==> src/rtl/my_pc16.sv <==
// my_pc16: 16-bit program counter with clear/load/inc and an optional
// LIFO return stack (call/ret), enabled by macro MY_PC16_RET_STACK_EN.
// Ports: clk, rst_n (async, active low), in[15:0] target, clr, load,
//   inc, call, ret controls; out[15:0] registered PC; stack_empty,
//   stack_full (decoded from count), stack_err (sticky over/underflow).
// One action per edge, priority clr > load > ret > call > inc > hold.
module my_pc16 #(
  parameter int DEPTH = 4
) (
  input  logic        clk,
  input  logic        rst_n,
  input  logic [15:0] in,
  input  logic        clr,
  input  logic        load,
  input  logic        inc,
  input  logic        call,
  input  logic        ret,
  output logic [15:0] out,
  output logic        stack_empty,
  output logic        stack_full,
  output logic        stack_err
);

  typedef enum logic [2:0] {
    A_HOLD,
    A_CLR,
    A_LOAD,
    A_RET,
    A_CALL,
    A_INC
  } act_t;

  act_t        act;
  logic [15:0] out_inc;
  logic [15:0] out_nxt;

  assign out_inc = out + 16'd1;

`ifdef MY_PC16_RET_STACK_EN

  localparam int AW = (DEPTH > 1) ? $clog2(DEPTH) : 1;

  logic [AW:0]   cnt;
  logic [AW:0]   cnt_nxt;
  logic          err_nxt;
  logic          push;
  logic          empty;
  logic          full;
  logic [AW-1:0] top;
  logic [15:0]   stk [DEPTH];

  assign empty = (cnt == '0);
  assign full  = (cnt == (AW+1)'(DEPTH));
  assign top   = AW'(cnt - 1'b1);

  always_comb begin
    if (clr)       act = A_CLR;
    else if (load) act = A_LOAD;
    else if (ret)  act = A_RET;
    else if (call) act = A_CALL;
    else if (inc)  act = A_INC;
    else           act = A_HOLD;
  end

  always_comb begin
    out_nxt = out;
    cnt_nxt = cnt;
    err_nxt = stack_err;
    push    = 1'b0;
    unique case (act)
      A_CLR: begin
        out_nxt = 16'h0000;
        cnt_nxt = '0;
        err_nxt = 1'b0;
      end
      A_LOAD: out_nxt = in;
      A_RET: begin
        if (empty) begin
          err_nxt = 1'b1;
        end else begin
          out_nxt = stk[top];
          cnt_nxt = cnt - 1'b1;
        end
      end
      A_CALL: begin
        out_nxt = in;
        if (full) begin
          err_nxt = 1'b1;
        end else begin
          push    = 1'b1;
          cnt_nxt = cnt + 1'b1;
        end
      end
      A_INC:  out_nxt = out_inc;
      A_HOLD: out_nxt = out;
      default: out_nxt = out;
    endcase
  end

  // Entries are only ever read below the count, so no reset needed.
  always_ff @(posedge clk) begin
    if (push) stk[cnt[AW-1:0]] <= out_inc;
  end

  always_ff @(posedge clk or negedge rst_n) begin
    if (!rst_n) begin
      out       <= 16'h0000;
      cnt       <= '0;
      stack_err <= 1'b0;
    end else begin
      out       <= out_nxt;
      cnt       <= cnt_nxt;
      stack_err <= err_nxt;
    end
  end

  assign stack_empty = empty;
  assign stack_full  = full;

`else

  logic unused_ret;
  assign unused_ret = ret;

  // Without a stack, call degenerates to a plain jump.
  always_comb begin
    if (clr)              act = A_CLR;
    else if (load | call) act = A_LOAD;
    else if (inc)         act = A_INC;
    else                  act = A_HOLD;
  end

  always_comb begin
    out_nxt = out;
    unique case (act)
      A_CLR:   out_nxt = 16'h0000;
      A_LOAD:  out_nxt = in;
      A_INC:   out_nxt = out_inc;
      A_HOLD:  out_nxt = out;
      default: out_nxt = out;
    endcase
  end

  always_ff @(posedge clk or negedge rst_n) begin
    if (!rst_n) out <= 16'h0000;
    else        out <= out_nxt;
  end

  assign stack_empty = 1'b1;
  assign stack_full  = 1'b0;
  assign stack_err   = 1'b0;

`endif

endmodule

==> config.mk <==
export PLATFORM = sky130hd
export DESIGN_NAME = my_pc16
export DESIGN_NICKNAME = d
export VERILOG_FILES = /design/src/rtl/my_pc16.sv
export SDC_FILE = /design/constraint.sdc
export NUM_CORES = 1
export LEC_CHECK = 0
export ABC_AREA = 1
export CORE_UTILIZATION = 25
export DETAILED_ROUTE_END_ITERATION = 6
export PLACE_DENSITY = 0.56
export SKIP_CTS_REPAIR_TIMING = 1
export SLEW_MARGIN = 25
export SYNTH_ARGS = -nofsm -noshare
export SYNTH_HDL_FRONTEND = slang
export SYNTH_SLANG_ARGS = --single-unit
==> constraint.sdc <==
create_clock -name clk -period 1.35 [get_ports clk]
set_input_delay 0.135 -clock clk [delete_from_list [all_inputs] [get_ports clk]]
set_output_delay 0.135 -clock clk [all_outputs]
set_load 0.02 [all_outputs]
==> flow_summary_export.csv <==
group,metric,value,unit
flow_run,cap_violations,0,
synth,synthFlopType,"dfrtp_1",
cts,ctsLongestPathBuffers,2,
global_route,grt_max_degree,17,
detailed_routing,dr.pass1.iters,4,
timing,final_min_period_over_clock_period,94.1,%
detailed_routing,first_iter_violations,50,
timing,final.setup.worst_slack,0.0792,ns
critical_path,cp_max_fo,4,
detailed_routing,ant_nets,0,
die,die_x,70.0,um
layout,register_area,409,um2
cts,clk_latency,0.25,ns
detailed_routing,vias_per_cell,4.54,
layout,antennaDiodeCount,0,
placed_design,hpwl,2440,um
global_route,antenna_found_initial,0,
outcome,outcome,"complete, no violations",
timing,finalClockSkew,0.00646,ns
power,cellPowerDensity,723,nW/um2
critical_path,critPathRequiredTime,1.48,ns
layout,syn_to_final_growth,56.0,%
power,p_leak,1.01,nW
timing,fin_crit,1.27,ns
die,die_area,4910,um2
detailed_routing,vias,1262,
detailed_routing,wl_per_cell,11.4,um
placed_design,gp_congestion,0.814,
synth,synth_top_area_share,34.6,%
detailed_routing,wirelength,3180,um
synth,synth_area,1160,um2
synth,ys_seq_elements,16,
timing,drv_slew,0,
global_route,overflow,0,
die,initial_core_util,26.2,%
power,p_total,1.31,mW
layout,fillCellCount,472,
die,ios,42,
layout,multi_input_area,654,um2
synth,synth_warnings,0,
critical_path,critPathLaunchType,"register",
synth,synth_edf_count,0,
synth,synthArstFlopShare,100,%
cts,h-tree-depth,1,
cts,clockRootBuffer,"clkbuf_8",
layout,reg.largest.list,"out (16)",
synth,synthMostInstantiatedCell,"nand2_1",
timing,finalSetupViolations,0,
die,coreArea,4410,um2
critical_path,critPathArrivalTime,1.41,ns
placed_design,post-place-ws,-0.0472,ns
timing,max_freq,787,MHz
cts,clock-sinks,16,
layout,nets,251,
layout,largest_reg_flops,16,
die,rows,24,
synth,synth_common_cells,"nand2_1 (56), nand3_1 (29), inv_1 (19), dfrtp_1 (16), nor2_1 (13)",
global_route,grt_pass1_wl,5420,um
power,peakVddDrop,441,uV
cts,clkTransAtPathRegs,0.07,ns
global_route,grt_util_all_layers,13.8,%
cts,cts_tree,"yes",
timing,hold_viol_final,0,
synth,syn_area_per_cell,6.65,um2
critical_path,critPathKind,"register to register",
cts,cts_buffers,3,
die,die_y,70.0,um
layout,regMostFlops,"out",
critical_path,crit_path_end_kind,"register",
synth,synth_cell_type_count,22,
synth,yosysSeqAreaShare,34.6,%
detailed_routing,drc,0,
synth,synth_area_leader_cell,"dfrtp_1",
synth,synthTopCellsByArea,"dfrtp_1 (35%), nand2_1 (18%), nand3_1 (13%)",
placed_design,numPortBuffers,37,
synth,synthesis.instances,174,
global_route,grt_pass1_vias,1120,
layout,drive_gt1_share,19.5,%
worst_hold_path,hold_path.class,"input port to async pin",
[placed cells by master, fill, tap and decap left out, types with 2 or more instances in the layout]
cell / count
a21oi_1: 2
buf_4: 15
clkbuf_8: 4
clkdlybuf4s50_1: 21
conb_1: 3
dfrtp_1: 9
dfrtp_2: 7
dlymetal6s2s_1: 16
inv_1: 19
inv_2: 2
nand2_1: 54
nand2_2: 2
nand3_1: 29
nand3_2: 2
nand4_1: 3
nor2_1: 12
nor2_2: 7
nor2_4: 2
o211ai_1: 6
o21ai_0: 2
o21bai_1: 3
[layout make-up]
cell class	count	area share, %
Tap cell	52	3.60
Inverter	21	4.37
Sequential cell	16	22.7
Clock buffer	4	3.05
Multi-Input combinational cell	132	36.2
Timing Repair Buffer	53	30.1
[cell families after synthesis]
kind of cell,Yosys count,share of synthesized area [%]
DFF,16,34.6
adders and majority gates,1,1.08
AOI/OAI and AO/OA,14,8.00
other,2,0.649
buffers and inverters,27,10.5
and+or+nand+nor,114,45.2
[path summary, 6_finish.rpt]
check	cells after the start	slack, ns	start	endpoint
max reg2reg	8	0.08	out[0]	out[12]
max	8	0.08	out[0]	out[12]
min in group clk	3	0.45	in[10]	out[10]
max in group asynchronous	2	0.92	rst_n	out[10]
min	2	0.21	rst_n	out[3]
min reg2reg	2	0.57	out[15]	out[15]
[worst max-delay path, stage by stage (launching register included)]
cell and delay [ns]:
dfrtp_2 0.36, ha_2 0.21, nand2_4 0.08, inv_2 0.08
nand3_2 0.11, nor2_2 0.11, nand3_1 0.09, nand2_1 0.07
nand3_1 0.06
[where the power goes]
group          internal [mW]  total [mW]  switching (mW)
combinational          0.163       0.315           0.151
sequential             0.513       0.556          0.0431
clock                  0.259       0.435           0.176
total                  0.936        1.31           0.370
[metrics by stage]
step | cell area [um2] | cells | TNS, ns | util (%) | hold slack (ns)
after floorplan | 1160 | 175 | 0 | - | -0.161
after global placement | 1670 | 272 | -0.132 | 37.9 | 0.486
after detailed placement | 1670 | 272 | -0.263 | 37.9 | 0.486
after CTS | 1730 | 276 | -1.78 | 39.2 | 0.219
after global routing | 1810 | 278 | -0.00994 | 40.9 | 0.242
final | 1810 | 278 | 0 | 40.9 | 0.207
[per-layer routing]
metal / vias to the layer above / GRT usage, % / wire, um
met3: 4 / 4.18 / 148
li1: 665 / - / -
met1: 562 / 18.7 / 1520
met2: 31 / 21.5 / 1480
met5: - / 0 / 0
met4: 0 / 3.56 / 31
Power figures use the tool's default switching activity.
